## src/rtl/mist1032isa_arbiter_response_router_pkg.sv

```systemverilog
// Shared arbiter definitions: requester port tags and the response-slot state encoding.
package mist1032isa_arbiter_pkg;

  localparam logic ARB_PORT0 = 1'b0;
  localparam logic ARB_PORT1 = 1'b1;

  typedef enum logic {
    ST_IDLE = 1'b0,
    ST_HOLD = 1'b1
  } arb_state_e;

endpackage

```

## src/rtl/mist1032isa_arbiter_response_router_if.sv

```systemverilog
// Response-side bus bundle: shared response channel, matching-queue read port, two requester ports.
interface mist1032isa_arbiter_response_router_if #(
  parameter int unsigned DW = 32
);
  logic          resp_valid;
  logic [DW-1:0] resp_data;
  logic          resp_busy;
  logic          q_rd_req;
  logic          q_rd_valid;
  logic          q_rd_flag;
  logic          q_rd_empty;
  logic          port0_valid;
  logic [DW-1:0] port0_data;
  logic          port0_busy;
  logic          port1_valid;
  logic [DW-1:0] port1_data;
  logic          port1_busy;

  modport master (
    input  resp_valid, resp_data, q_rd_valid, q_rd_flag, q_rd_empty, port0_busy, port1_busy,
    output resp_busy, q_rd_req, port0_valid, port0_data, port1_valid, port1_data
  );

  modport slave (
    output resp_valid, resp_data, q_rd_valid, q_rd_flag, q_rd_empty, port0_busy, port1_busy,
    input  resp_busy, q_rd_req, port0_valid, port0_data, port1_valid, port1_data
  );
endinterface

```

## src/rtl/mist1032isa_arbiter_response_router_slot.sv

```systemverilog
// Single-entry response slot: holds payload and destination tag until the destination port takes it.
module mist1032isa_arbiter_response_slot
  import mist1032isa_arbiter_pkg::*;
#(
  parameter int unsigned DW = 32
) (
  input  logic          clk,
  input  logic          rst,
  input  logic          flush,
  input  logic          load,
  input  logic          load_dest,
  input  logic [DW-1:0] load_data,
  input  logic          busy0,
  input  logic          busy1,
  output logic          full,
  output logic          dest,
  output logic [DW-1:0] data,
  output logic          deliver
);

  arb_state_e    state_q, state_d;
  logic [DW-1:0] data_q, data_d;
  logic          dest_q, dest_d;

  always_comb begin
    state_d = state_q;
    data_d  = data_q;
    dest_d  = dest_q;
    deliver = (state_q == ST_HOLD) && !((dest_q == ARB_PORT1) ? busy1 : busy0);
    if (flush) begin
      state_d = ST_IDLE;
    end else begin
      unique case (state_q)
        ST_IDLE: if (load) begin
          state_d = ST_HOLD;
          data_d  = load_data;
          dest_d  = load_dest;
        end
        ST_HOLD: if (deliver) begin
          // Reload on the delivering cycle keeps back-to-back responses bubble-free.
          if (load) begin
            data_d = load_data;
            dest_d = load_dest;
          end else begin
            state_d = ST_IDLE;
          end
        end
        default: state_d = ST_IDLE;
      endcase
    end
  end

  always_ff @(posedge clk or posedge rst) begin
    if (rst) begin
      state_q <= ST_IDLE;
      data_q  <= '0;
      dest_q  <= ARB_PORT0;
    end else begin
      state_q <= state_d;
      data_q  <= data_d;
      dest_q  <= dest_d;
    end
  end

  assign full = (state_q == ST_HOLD);
  assign dest = dest_q;
  assign data = data_q;

endmodule

```

## src/rtl/mist1032isa_arbiter_response_router.sv

```systemverilog
// Routes the shared response stream to the requester tagged in the matching queue.
// Optional debug counters enabled by defining MIST1032ISA_ARBITER_RESP_COUNTER_EN.
module mist1032isa_arbiter_response_router
  import mist1032isa_arbiter_pkg::*;
#(
  parameter int unsigned DW = 32,
  parameter int unsigned CW = 16
) (
  input  logic iCLOCK,
  input  logic iRESET,
  input  logic iFLASH,
  mist1032isa_arbiter_response_router_if.master bus,
`ifdef MIST1032ISA_ARBITER_RESP_COUNTER_EN
  output logic [CW-1:0] oDBG_CNT0,
  output logic [CW-1:0] oDBG_CNT1,
  output logic [CW-1:0] oDBG_ORPHAN_CNT,
`endif
  output logic oERR_ORPHAN
);

  logic          hold;
  logic          dest;
  logic          deliver;
  logic [DW-1:0] slot_data;
  logic          resp_busy;
  logic          accept;
  logic          match;
  logic          orphan_q, orphan_d;

  mist1032isa_arbiter_response_slot #(.DW(DW)) u_slot (
    .clk       (iCLOCK),
    .rst       (iRESET),
    .flush     (iFLASH),
    .load      (match),
    .load_dest (bus.q_rd_flag),
    .load_data (bus.resp_data),
    .busy0     (bus.port0_busy),
    .busy1     (bus.port1_busy),
    .full      (hold),
    .dest      (dest),
    .data      (slot_data),
    .deliver   (deliver)
  );

  always_comb begin
    resp_busy = hold && !deliver && !iFLASH;
    // Reset gating keeps the pop request low while reset is held.
    accept    = bus.resp_valid && !resp_busy && !iFLASH && !iRESET;
    match     = accept && bus.q_rd_valid && !bus.q_rd_empty;
    orphan_d  = accept && !match;
  end

  always_ff @(posedge iCLOCK or posedge iRESET) begin
    if (iRESET) orphan_q <= 1'b0;
    else        orphan_q <= orphan_d;
  end

  assign bus.resp_busy   = resp_busy;
  assign bus.q_rd_req    = match;
  assign bus.port0_valid = hold && (dest == ARB_PORT0) && !iFLASH;
  assign bus.port1_valid = hold && (dest == ARB_PORT1) && !iFLASH;
  assign bus.port0_data  = bus.port0_valid ? slot_data : '0;
  assign bus.port1_data  = bus.port1_valid ? slot_data : '0;
  assign oERR_ORPHAN     = orphan_q;

`ifdef MIST1032ISA_ARBITER_RESP_COUNTER_EN
  logic [CW-1:0] cnt0_q, cnt0_d, cnt1_q, cnt1_d, ocnt_q, ocnt_d;

  always_comb begin
    cnt0_d = cnt0_q;
    cnt1_d = cnt1_q;
    ocnt_d = ocnt_q;
    if (bus.port0_valid && !bus.port0_busy) cnt0_d = cnt0_q + CW'(1);
    if (bus.port1_valid && !bus.port1_busy) cnt1_d = cnt1_q + CW'(1);
    if (orphan_d && (ocnt_q != '1))         ocnt_d = ocnt_q + CW'(1);
  end

  always_ff @(posedge iCLOCK or posedge iRESET) begin
    if (iRESET) begin
      cnt0_q <= '0;
      cnt1_q <= '0;
      ocnt_q <= '0;
    end else begin
      cnt0_q <= cnt0_d;
      cnt1_q <= cnt1_d;
      ocnt_q <= ocnt_d;
    end
  end

  assign oDBG_CNT0       = cnt0_q;
  assign oDBG_CNT1       = cnt1_q;
  assign oDBG_ORPHAN_CNT = ocnt_q;
`endif

endmodule
```

## src/flat_wrapper.sv

```systemverilog
// flat-port wrapper written by rule: the top's interface ports become plain ports
module mist1032isa_arbiter_response_router_flat import mist1032isa_arbiter_pkg::*;
#(
  parameter int unsigned DW = 32,
  parameter int unsigned CW = 16
)
  (iCLOCK, iRESET, iFLASH, oERR_ORPHAN, bus_resp_valid, bus_resp_data, bus_q_rd_valid, bus_q_rd_flag, bus_q_rd_empty, bus_port0_busy, bus_port1_busy, bus_resp_busy, bus_q_rd_req, bus_port0_valid, bus_port0_data, bus_port1_valid, bus_port1_data);
  mist1032isa_arbiter_response_router_if #(.DW(DW)) bus_i ();
  input  logic iCLOCK;
  input  logic iRESET;
  input  logic iFLASH;
  output logic oERR_ORPHAN;
  input wire logic [$bits(bus_i.resp_valid)-1:0] bus_resp_valid;
  input wire logic [$bits(bus_i.resp_data)-1:0] bus_resp_data;
  input wire logic [$bits(bus_i.q_rd_valid)-1:0] bus_q_rd_valid;
  input wire logic [$bits(bus_i.q_rd_flag)-1:0] bus_q_rd_flag;
  input wire logic [$bits(bus_i.q_rd_empty)-1:0] bus_q_rd_empty;
  input wire logic [$bits(bus_i.port0_busy)-1:0] bus_port0_busy;
  input wire logic [$bits(bus_i.port1_busy)-1:0] bus_port1_busy;
  output wire logic [$bits(bus_i.resp_busy)-1:0] bus_resp_busy;
  output wire logic [$bits(bus_i.q_rd_req)-1:0] bus_q_rd_req;
  output wire logic [$bits(bus_i.port0_valid)-1:0] bus_port0_valid;
  output wire logic [$bits(bus_i.port0_data)-1:0] bus_port0_data;
  output wire logic [$bits(bus_i.port1_valid)-1:0] bus_port1_valid;
  output wire logic [$bits(bus_i.port1_data)-1:0] bus_port1_data;
  assign bus_i.resp_valid = bus_resp_valid;
  assign bus_i.resp_data = bus_resp_data;
  assign bus_i.q_rd_valid = bus_q_rd_valid;
  assign bus_i.q_rd_flag = bus_q_rd_flag;
  assign bus_i.q_rd_empty = bus_q_rd_empty;
  assign bus_i.port0_busy = bus_port0_busy;
  assign bus_i.port1_busy = bus_port1_busy;
  assign bus_resp_busy = bus_i.resp_busy;
  assign bus_q_rd_req = bus_i.q_rd_req;
  assign bus_port0_valid = bus_i.port0_valid;
  assign bus_port0_data = bus_i.port0_data;
  assign bus_port1_valid = bus_i.port1_valid;
  assign bus_port1_data = bus_i.port1_data;
  mist1032isa_arbiter_response_router #(.DW(DW), .CW(CW)) u_core (.iCLOCK(iCLOCK), .iRESET(iRESET), .iFLASH(iFLASH), .bus(bus_i), .oERR_ORPHAN(oERR_ORPHAN));
endmodule
```

## config.mk

```make
export PLATFORM = sky130hd
export DESIGN_NAME = mist1032isa_arbiter_response_router_flat
export DESIGN_NICKNAME = d
export VERILOG_FILES = /design/src/rtl/mist1032isa_arbiter_response_router_pkg.sv /design/src/rtl/mist1032isa_arbiter_response_router_if.sv /design/src/rtl/mist1032isa_arbiter_response_router_slot.sv /design/src/rtl/mist1032isa_arbiter_response_router.sv /design/src/flat_wrapper.sv
export SDC_FILE = /design/constraint.sdc
export NUM_CORES = 1
export LEC_CHECK = 0
export ABC_AREA = 1
export BUFFER_PORTS_ARGS = -buffer_cell sky130_fd_sc_hd__buf_2
export CORE_MARGIN = 1
export CORE_UTILIZATION = 47
export DETAILED_ROUTE_END_ITERATION = 6
export GPL_ROUTABILITY_DRIVEN = 0
export GPL_TIMING_DRIVEN = 0
export PLACE_DENSITY = 0.87
export SLEW_MARGIN = 20
export SYNTH_ARGS = -nofsm -noshare
export SYNTH_HDL_FRONTEND = slang
export SYNTH_SLANG_ARGS = --single-unit
```

## constraint.sdc

```tcl
create_clock -name iCLOCK -period 3.78 [get_ports iCLOCK]
set_clock_uncertainty 0.15 [all_clocks]
set_input_delay 0.756 -clock iCLOCK [delete_from_list [all_inputs] [get_ports iCLOCK]]
set_output_delay 0.756 -clock iCLOCK [all_outputs]
set_load 0.01 [all_outputs]
```

==> metrics.csv, run 1 <==
metric;value;unit
Worst IR Drop VDD;0.0002506;V
starting density of the core;50.76;%
Post-CTS Setup Inserts;0;
max_cap viols;0;
critical setup path kind;in2out;
Rows;22;
post-route ant nets;0;
Filler cells;342;
Most Frequent Cell on Critical Path;buf_2;
Die Y;65.82;um
Syn Inst Count;270;
core box area;3771;um2
Worst Hold Class;reg2reg;
final HPWL from detailed placement;3.682;mm
CTS Buf Count;5;
Post-synth EDFFs;0;
DRT iter0 DRCs;82;
Synth area leader;dfrtp_1;
First-pass DRT Iterations;4;
grt ovf;0;
Top-Level Pins;110;
largest cells by area after synthesis;dfrtp_1 46%, nand2_1 14%, nor2_1 13%;
Fin. Hold Viols;0;
run status;finished, final reports clean;
CTS Buffer Depth;2;
clk slew on worst S/H paths;60;ps
Sw Share;28.83;%
Int Pwr;0.6766;mW
Slew @ Worst Pin;718.0;ps
largest net degree at the start of global routing;36;
syn_nets;311;
via count;2095;
final setup fails;0;
Bufs and invs on worst path;4;
fin crit share;72.30;%
Final nets;427;
crit end category;output pin;
Reg power frac;51.4;%
worst-path fanout max;10;
DR WL/cell;11.42;um
ant diodes;0;
Routed WL;4.968;mm
Die Wd;65.82;um
# hold bufs at CTS;0;
Synth Cell Area;1914;um2
Avg Inst Size Synth;7.090;um2
CP cell instances;buf_2, nor3_2, inv_1, clkbuf_1, nor2_1, buf_2;
layout cells sized above 1;34.88;%
Slowest-stage cell, CP;clkbuf_1;
register area share after synthesis;45.75;%
Switching Power;0.2740;mW
die area;4332;um2
CTS tree;yes;
area share of the largest cell type after synthesis;45.75;%
number of port buffers;109;
FF+latch count, synth;35;
clock sink count;35;
DRC viols;0;
Synth Flop Type;dfrtp_1;
Peak Freq;365.9;MHz
Max-slew headroom;52.06;%
CP max stage delay;270;ps
commonest cells in the netlist;71 x nand2_1, 66 x nor2_1, 39 x inv_1, 35 x dfrtp_1, 33 x nand4_1;
first-pass GRT wire length;7.845;mm
setup_tns;0;ps
Combinational Power Share;18.0;%
Netlist cell types;16;
CTS HTree Levels;2;
pwr dens;362.8;nW/um2
CP top delay family;buffers and inverters;
Worst EP required;2870;ps
Ys Warns;0;
Layout Utilization;69.48;%
Post-CTS Resized;0;
final worst setup slack;1047;ps
Worst Path Arrival;1830;ps
Tot GR Track Use;24.22;%
minimum clock period;2733;ps
initial antenna violation count;0;
Clock Power Share;30.5;%
vias per cell;4.816;
Synth async-reset ratio;100.0;%
RSZ-0062 raised after global routing;false;
most frequent cell after synthesis;nand2_1;
max-slew violations;0;
worst skew pair latency;270;ps
Pleak;1.646;nW
pre-CTS setup slack;1047;ps
vias in the first global route;1782;
area grow syn2layout;36.86;%
Critical Path Start Type;input pin;
clock root cell;clkbuf_8;
-- metrics by stage --
| stage | cells | cell area [um2] | hold WS [ps] | total power, mW |
|---|---|---|---|---|
| after floorplan | 270 | 1914 | 291.9 | 0.6054 |
| after global placement | 427 | 2520 | 304.5 | 0.6565 |
| after detailed placement | 427 | 2520 | 308.8 | 0.6678 |
| after CTS | 435 | 2620 | 324.9 | 0.9576 |
| after global routing | 435 | 2620 | 339.9 | 1.016 |
| final | 435 | 2620 | 318.3 | 0.9506 |
-- sequential cells by signal (all words and copies together), names as in the netlist --
register            flops
u_core.u_slot.full      1
u_core.u_slot.data     32
u_core.oERR_ORPHAN      1
u_core.u_slot.dest      1
-- cells by family after synthesis --
| logic type | after synthesis | synth area share (%) |
|---|---|---|
| compound gates | 1 | 0.2612 |
| buf+inv | 58 | 13.14 |
| flops | 35 | 45.75 |
| simple gates | 176 | 40.85 |
-- power by group through the flow --
stage | Sequential, mW | Combinational (mW) | Clock (mW)
CTS | 0.489 | 0.174 | 0.295
detailed placement | 0.494 | 0.174 | 0
global route | 0.497 | 0.200 | 0.318
finish | 0.489 | 0.172 | 0.290
global placement | 0.492 | 0.165 | 0
floorplan | 0.483 | 0.122 | 0
-- tightest hold or removal path, stage by stage, from the launching register on --
cell and delay [ps]:
dfrtp_1 340, nand2_1 50, nand2_1 40
-- area by class of cell --
class                           count  area [um2]  share of cell area, %
Buffer                             18       101.3                  3.868
Timing Repair Buffer              109       545.5                  20.82
Inverter                           40       150.1                  5.731
Tap cell                           48       60.06                  2.292
Sequential cell                    35       875.8                  33.43
Clock buffer                        8       100.1                  3.820
Multi-Input combinational cell    177       787.0                  30.04
-- layer usage --
| layer | GRT usage [%] | vias to the layer above | routed length, um | part of all wire (%) |
|---|---|---|---|---|
| met4 | 7.609 | 0 | 55 | 1.1 |
| met3 | 5.690 | 6 | 342 | 6.9 |
| li1 | - | 1056 | - | - |
| met5 | 0 | - | 0 | 0 |
| met2 | 41.96 | 87 | 2407 | 48 |
| met1 | 29.46 | 946 | 2164 | 44 |
-- path summary, 6_finish.rpt --
check / slack, ps / to / start / cells past startpoint
worst max-delay path: 1050 / bus_port0_data[21] / iFLASH / 6
worst min-delay path: 320 / u_core.u_slot.data[28]$_DFFE_PP0P_ / u_core.u_slot.data[28]$_DFFE_PP0P_ / 2
worst max register to register: 2320 / u_core.u_slot.dest$_DFFE_PP0P_ / u_core.u_slot.dest$_DFFE_PP0P_ / 8
worst min register to register: 320 / u_core.u_slot.data[28]$_DFFE_PP0P_ / u_core.u_slot.data[28]$_DFFE_PP0P_ / 2
max in group asynchronous: 2540 / u_core.u_slot.data[28]$_DFFE_PP0P_ / iRESET / 2
min in group asynchronous: 480 / u_core.u_slot.data[16]$_DFFE_PP0P_ / iRESET / 2
-- cell usage in the layout, fill, tap and decap left out --
cell / instances
buf_6: 3
nand3_1: 1
nand2_4: 1
nor2_1: 66
clkbuf_8: 7
inv_1: 38
clkbuf_1: 7
nor3_2: 1
nand3_4: 1
nor2_2: 1
buf_2: 118
nand2_1: 71
nor2_4: 1
inv_2: 2
dfrtp_1: 35
nand4_1: 33
o21ai_0: 1
No activity file was read; power rests on OpenSTA's default activity.
==> inputs of run 2 (changes only) <==
--- a/config.mk
+++ b/config.mk
@@ -5,14 +5,14 @@
 export SDC_FILE = /design/constraint.sdc
 export NUM_CORES = 1
 export LEC_CHECK = 0
-export ABC_AREA = 1
+export ABC_AREA = 0
 export BUFFER_PORTS_ARGS = -buffer_cell sky130_fd_sc_hd__buf_2
 export CORE_MARGIN = 1
-export CORE_UTILIZATION = 47
+export CORE_UTILIZATION = 40
 export DETAILED_ROUTE_END_ITERATION = 6
 export GPL_ROUTABILITY_DRIVEN = 0
 export GPL_TIMING_DRIVEN = 0
-export PLACE_DENSITY = 0.87
+export PLACE_DENSITY = 0.79
 export SLEW_MARGIN = 20
 export SYNTH_ARGS = -nofsm -noshare
 export SYNTH_HDL_FRONTEND = slang
==> constraint.sdc (replaced) <==
create_clock -name iCLOCK -period 2.34 [get_ports iCLOCK]
set_clock_uncertainty 0.15 [all_clocks]
set_input_delay 0.468 -clock iCLOCK [delete_from_list [all_inputs] [get_ports iCLOCK]]
set_output_delay 0.468 -clock iCLOCK [all_outputs]
set_load 0.01 [all_outputs]
==> metrics.csv, run 2 <==
metric;value;unit;change
run status;finished, final reports clean;;unchanged
max_cap viols;0;;unchanged
clock root cell;clkbuf_8;;unchanged
critical setup path kind;reg2out;;was in2out
Post-synth EDFFs;0;;unchanged
Netlist cell types;18;;was 16
grt ovf;0;;unchanged
max FFs per register;32;;unchanged
Routed WL;4.291;mm;was 4.968 mm
Tot Pwr;1.597;mW;was 0.9506 mW
pre-CTS setup slack;-184.3;ps;was 1047 ps
Synth Cell Area;1932;um2;was 1914 um2
number of port buffers;109;;unchanged
Layout Utilization;59.33;%;was 69.48%
starting density of the core;42.89;%;was 50.76%
CTS HTree Levels;2;;unchanged
FF+latch count, synth;35;;unchanged
Worst EP required;1720;ps;was 2870 ps
vias in the first global route;1402;;was 1,782
R2R setup slack;240;ps;was 2320 ps
Worst IR Drop VDD;0.0004073;V;was 0.0002506 V
Pleak;1.623;nW;was 1.646 nW
largest cells by area after synthesis;dfrtp_1 45%, mux2_4 22%, and2_1 21%;;was dfrtp_1 46%, nand2_1 14%, nor2_1 13%
initial antenna violation count;0;;unchanged
syn_nets;197;;was 311
Synth Flop Type;dfrtp_1;;unchanged
post-route ant nets;0;;unchanged
Top-Level Pins;110;;unchanged
final worst setup slack;89.65;ps;was 1047 ps
clk slew on worst S/H paths;70;ps;was 60 ps
final HPWL from detailed placement;3.248;mm;was 3.682 mm
via count;1508;;was 2,095
Worst Hold Class;in2async;;was reg2reg
core box area;4504;um2;was 3771 um2
clock sink count;35;;unchanged
First-pass DRT Iterations;4;;unchanged
most frequent cell after synthesis;and2_1;;was nand2_1
die area;5112;um2;was 4332 um2
final setup fails;0;;unchanged
# hold bufs at CTS;0;;unchanged
CTS tree;yes;;unchanged
Peak Freq;444.4;MHz;
Slew @ Worst Pin;706.5;ps;was 718.0 ps
fin crit share;96.17;%;
DRC viols;0;;unchanged
Filler cells;386;;was 342
area grow syn2layout;38.34;%;was 36.86%
crit end category;output pin;;unchanged
M1 wire length;1.848;mm;was 2.164 mm
Die Wd;71.50;um;was 65.82 um
minimum clock period;2250;ps;
Avg Inst Size Synth;12.38;um2;was 7.090 um2
placed cells;317;;was 427
Max-slew headroom;52.83;%;was 52.06%
DR WL met2;2.192;mm;was 2.407 mm
ant diodes;0;;unchanged
Rows;24;;was 22
area share of the largest cell type after synthesis;45.34;%;was 45.75%
first-pass GRT wire length;6.803;mm;was 7.845 mm
Worst Reg2Reg Path Length in Cells;6;;was 8
RSZ-0062 raised after global routing;false;;unchanged
Routed met3 length;195;um;was 342 um
largest net degree at the start of global routing;36;;unchanged
register area share after synthesis;45.34;%;was 45.75%
CTS Buf Count;5;;unchanged
worst-path fanout max;11;;was 10
max-slew violations;0;;unchanged
layout cells sized above 1;60.22;%;was 34.88%
Layout Cells excl Fill;326;;was 435
DRT iter0 DRCs;51;;was 82
most frequent cells in the layout;110 x buf_2, 64 x and2_1, 34 x dfrtp_1;;was 118 x buf_2, 71 x nand2_1, 66 x nor2_1
CTS Buffer Depth;2;;unchanged
DP Area;2542;um2;was 2520 um2
vias per cell;4.626;;was 4.816
commonest non-fill, non-tap cell in the layout;buf_2;;unchanged
post-route cell area;2673;um2;was 2620 um2
DR WL/cell;13.16;um;was 11.42 um
Fin. Hold Viols;0;;unchanged
Final nets;314;;was 427
Ys Warns;0;;unchanged
Worst Path Arrival;1630;ps;was 1830 ps
Synth async-reset ratio;100.0;%;unchanged
worst skew pair latency;280;ps;was 270 ps
Critical Path Start Type;flop;;was input pin
commonest cells in the netlist;64 x and2_1, 35 x dfrtp_1, 28 x mux2_4, 6 x clkbuf_1, 5 x mux2_2;;was 71 x nand2_1, 66 x nor2_1, 39 x inv_1, 35 x dfrtp_1, 33 x nand4_1
Syn Inst Count;156;;was 270
Tot GR Track Use;17.48;%;was 24.22%
pwr dens;597.4;nW/um2;was 362.8 nW/um2
Top Metal Used;met4;;unchanged
Die Y;71.50;um;was 65.82 um
Synth area leader;dfrtp_1;;unchanged
==> run 2: cell count changes in the layout (fill, tap and decap cells not counted), moves of 29 or more <==
cell	delta
and2_1	+64
inv_1	-36
mux2_4	+29
nand2_1	-70
nand4_1	-33
nor2_1	-65
==> run 2: critical path, cell delays in order (launching register included) <==
cell and delay [ps]:
dfrtp_2 450, mux2_4 320, a211o_1 260, buf_6 160, inv_1 50, buf_2 110
==> run 2: layout make-up <==
class	count	area, um2	area share, %
buffer	9	81.33	3.043
clock buffer	8	100.1	3.745
timing repair buffer	111	560.5	20.97
tap	52	65.06	2.434
inverter	3	11.26	0.4213
multi-input combinational	108	977.2	36.56
sequential	35	877.1	32.82
==> run 2: worst paths after layout <==
path,start,to
worst min-delay path,iRESET,u_core.u_slot.data[7]$_DFFE_PP0P_
min in group iCLOCK,bus_resp_data[10],u_core.u_slot.data[10]$_DFFE_PP0P_
worst max register to register,u_core.u_slot.dest$_DFFE_PP0P_,u_core.u_slot.data[4]$_DFFE_PP0P_
max in group asynchronous,iRESET,u_core.u_slot.dest$_DFFE_PP0P_
worst min register to register,u_core.u_slot.data[8]$_DFFE_PP0P_,u_core.u_slot.data[8]$_DFFE_PP0P_
worst max-delay path,u_core.u_slot.dest$_DFFE_PP0P_,bus_q_rd_req
==> run 2: logic make-up (layout without fill, tap and decap cells) <==
| logic type | Yosys count | count (layout) | synth area share (%) |
|---|---|---|---|
| simple gates | 72 | 72 | 23.25 |
| flops | 35 | 35 | 45.34 |
| mux | 34 | 34 | 25.26 |
| buf+inv | 13 | 131 | 5.440 |
| compound gates | 2 | 2 | 0.7123 |
==> run 2: timing repair <==
action | in CTS | in global routing
gates cloned | 0 | 0
buffers inserted | 1 | 1
gates resized for setup | 9 | 4
pin swaps | 1 | 0
endpoints found under the setup margin | 61 | 58
==> run 2: per-stage QoR <==
step | hold slack [ps] | setup TNS, ps
finish | 169.7 | 0
detailed placement | 351.5 | -6624
global route | 234.3 | 0
global placement | 345.6 | -3590
floorplan | 334.9 | 0
CTS | 196.1 | 0
==> run 2: power by group <==
part	total [mW]	switching (mW)	internal [mW]
combinational	0.290	0.0798	0.211
clock	0.470	0.202	0.268
sequential	0.836	0.0951	0.741
total	1.60	0.377	1.22
==> run 2: metal layers <==
layer	GRT usage, %	vias to the layer above
met2	29.95	58
met1	22.38	707
met4	6.536	0
li1	-	738
met5	0	-
met3	2.813	5
==> inputs of run 3 (changes only) <==
--- a/config.mk
+++ b/config.mk
@@ -8,11 +8,11 @@
 export ABC_AREA = 0
 export BUFFER_PORTS_ARGS = -buffer_cell sky130_fd_sc_hd__buf_2
 export CORE_MARGIN = 1
-export CORE_UTILIZATION = 40
+export CORE_UTILIZATION = 44
 export DETAILED_ROUTE_END_ITERATION = 6
 export GPL_ROUTABILITY_DRIVEN = 0
 export GPL_TIMING_DRIVEN = 0
-export PLACE_DENSITY = 0.79
+export PLACE_DENSITY = 0.82
 export SLEW_MARGIN = 20
 export SYNTH_ARGS = -nofsm -noshare
 export SYNTH_HDL_FRONTEND = slang
==> constraint.sdc (replaced) <==
create_clock -name iCLOCK -period 2.3 [get_ports iCLOCK]
set_clock_uncertainty 0.15 [all_clocks]
set_input_delay 0.115 -clock iCLOCK [delete_from_list [all_inputs] [get_ports iCLOCK]]
set_output_delay 0.115 -clock iCLOCK [all_outputs]
set_load 0.01 [all_outputs]
==> metrics.csv, run 3 (same netlist as run 2, synthesis figures left out) <==
metric;value;unit;change
Rows;23;;was 24
Die Wd;68.26;um;was 71.50 um
Switching Power;0.3805;mW;was 0.3768 mW
critical setup path kind;reg2out;;unchanged
RR Endpoint;u_core.u_slot.data[26]$_DFFE_PP0P_;;was u_core.u_slot.data[4]$_DFFE_PP0P_
Critical Path Start Type;flop;;unchanged
max FFs per register;32;;unchanged
max_cap viols;0;;unchanged
ant diodes;0;;unchanged
Post-CTS Setup Inserts;0;;was 1
DRT iter0 DRCs;68;;was 51
die area;4659;um2;was 5112 um2
Worst Reg2Reg Path Length in Cells;5;;was 6
hold path depth;3;;
first-pass GRT wire length;7.148;mm;was 6.803 mm
commonest non-fill, non-tap cell in the layout;buf_2;;unchanged
Routed WL;4.878;mm;was 4.291 mm
Final nets;349;;was 314
CTS HTree Levels;2;;unchanged
Routed met3 length;233;um;was 195 um
placed cells;315;;was 317
Slew @ Worst Pin;705.0;ps;was 706.5 ps
CTS Buf Count;5;;unchanged
Worst Path Arrival;1840;ps;was 1630 ps
final HPWL from detailed placement;3.202;mm;was 3.248 mm
DRC viols;0;;unchanged
CTS Buffer Depth;2;;unchanged
Combinational Power Share;21.6;%;was 18.2%
vias per cell;4.675;;was 4.626
Layout Cells excl Fill;357;;was 326
Die Y;68.26;um;was 71.50 um
via count;1669;;was 1,508
Int Pwr;1.204;mW;was 1.220 mW
Worst Hold Class;in2reg;;was in2async
Hold Crit Start;iFLASH;;
most frequent cells in the layout;109 x buf_2, 64 x and2_1, 36 x dlygate4sd3_1;;was 110 x buf_2, 64 x and2_1, 34 x dfrtp_1
Max-slew headroom;52.93;%;was 52.83%
run status;finished, final reports clean;;unchanged
number of port buffers;109;;unchanged
Tot GR Track Use;21.55;%;was 17.48%
Reg power frac;53.6;%;was 52.3%
starting density of the core;46.94;%;was 42.89%
layout cells sized above 1;50.16;%;was 60.22%
largest net degree at the start of global routing;36;;unchanged
worst skew pair latency;280;ps;about the same
clk slew on worst S/H paths;60;ps;was 70 ps
clock root cell;clkbuf_8;;unchanged
footprint of the multi-input gates;960.9;um2;was 977.2 um2
Final Hold Slack;117.4;ps;was 169.7 ps
DR WL met2;2.592;mm;was 2.192 mm
minimum clock period;2107;ps;
worst-path fanout max;10;;was 11
pwr dens;531.3;nW/um2;was 597.4 nW/um2
Peak Freq;474.7;MHz;
Worst EP required;2040;ps;was 1720 ps
max-slew violations;0;;unchanged
Sw Share;24.01;%;was 23.60%
CTS tree;yes;;unchanged
RSZ-0062 raised after global routing;false;;unchanged
post-route ant nets;0;;unchanged
vias in the first global route;1535;;was 1,402
Filler cells;299;;was 386
Top-Level Pins;110;;unchanged
setup_tns;0;ps;unchanged
core box area;4115;um2;was 4504 um2
Pleak;1.726;nW;was 1.623 nW
Worst IR Drop VDD;0.0003440;V;was 0.0004073 V
crit end category;output pin;;unchanged
area grow syn2layout;54.40;%;was 38.34%
Hold Path Sink;u_core.oERR_ORPHAN$_DFF_PP0_;;
clock sink count;35;;unchanged
Clock Power Share;24.8;%;was 29.5%
grt ovf;0;;unchanged
First-pass DRT Iterations;4;;unchanged
final setup fails;0;;unchanged
RR Startpoint;u_core.u_slot.dest$_DFFE_PP0P_;;unchanged
Fin. Hold Viols;0;;unchanged
initial antenna violation count;0;;unchanged
Top Metal Used;met4;;unchanged
fin crit share;91.59;%;
R2R setup slack;330;ps;was 240 ps
M1 wire length;1.997;mm;was 1.848 mm
sequential cell area;875.8;um2;was 877.1 um2
DR WL/cell;13.66;um;was 13.16 um
-- run 3: changes by cell type in the layout (fill, tap and decap cells not counted), sizes merged --
| cell | change |
|---|---|
| clkbuf | -1 |
| buf | -2 |
| dlygate4sd3 | +36 |
-- run 3: worst max-delay path by stage --
stage                                             end  slack, ps                           start
global placement                   bus_port0_data[15]        370  u_core.u_slot.dest$_DFFE_PP0P_
floorplan           u_core.u_slot.data[0]$_DFFE_PP0P_        450  u_core.u_slot.dest$_DFFE_PP0P_
finish                                   bus_q_rd_req        190  u_core.u_slot.dest$_DFFE_PP0P_
CTS                                bus_port0_data[19]         20  u_core.u_slot.dest$_DFFE_PP0P_
detailed placement                 bus_port0_data[13]        340  u_core.u_slot.dest$_DFFE_PP0P_
global route                       bus_port0_data[17]         60  u_core.u_slot.dest$_DFFE_PP0P_
-- run 3: per-stage QoR --
step / util [%] / setup slack [ps] / power (mW) / cell area, um2
final: 72.48 / 193.3 / 1.585 / 2983
after global placement: 61.72 / 370.1 / 1.127 / 2540
after detailed placement: 61.72 / 336.7 / 1.148 / 2540
after CTS: 72.24 / 20.30 / 1.596 / 2973
after floorplan: - / 448.5 / 1.047 / 1932
after global routing: 72.48 / 59.08 / 1.682 / 2983
-- run 3: timing repair --
action,4_1_cts,5_1_grt
setup endpoints to repair,0,39
resized for setup,0,2
hold endpoints to repair,70,0
hold buffers,36,0
-- run 3: layout make-up --
type	count	area share [%]
multi-input combinational	108	32.21
tap	50	2.097
sequential	35	29.36
inverter	3	0.3775
timing repair buffer	145	30.37
buffer	10	3.146
clock buffer	6	2.433
-- run 3: routing by layer --
| metal | global-route usage (%) | vias to the layer above |
|---|---|---|
| met3 | 4.500 | 5 |
| met1 | 25.34 | 792 |
| li1 | - | 810 |
| met4 | 7.292 | 0 |
| met2 | 38.48 | 62 |
| met5 | 0 | - |
-- run 3: worst max-delay path: stages (launching register included) --
cell     delay [ps]
dfrtp_1         410
mux2_1          370
a211o_1         310
buf_6           160
buf_12          150
inv_1            50
buf_2           120
-- run 3: power by group through the flow --
| stage | sequential, mW | combinational (mW) | clock (mW) |
|---|---|---|---|
| after floorplan | 0.822 | 0.225 | 0 |
| after global placement | 0.845 | 0.282 | 0 |
| after detailed placement | 0.855 | 0.292 | 0 |
| after CTS | 0.847 | 0.341 | 0.408 |
| after global routing | 0.872 | 0.373 | 0.438 |
| final | 0.850 | 0.342 | 0.392 |
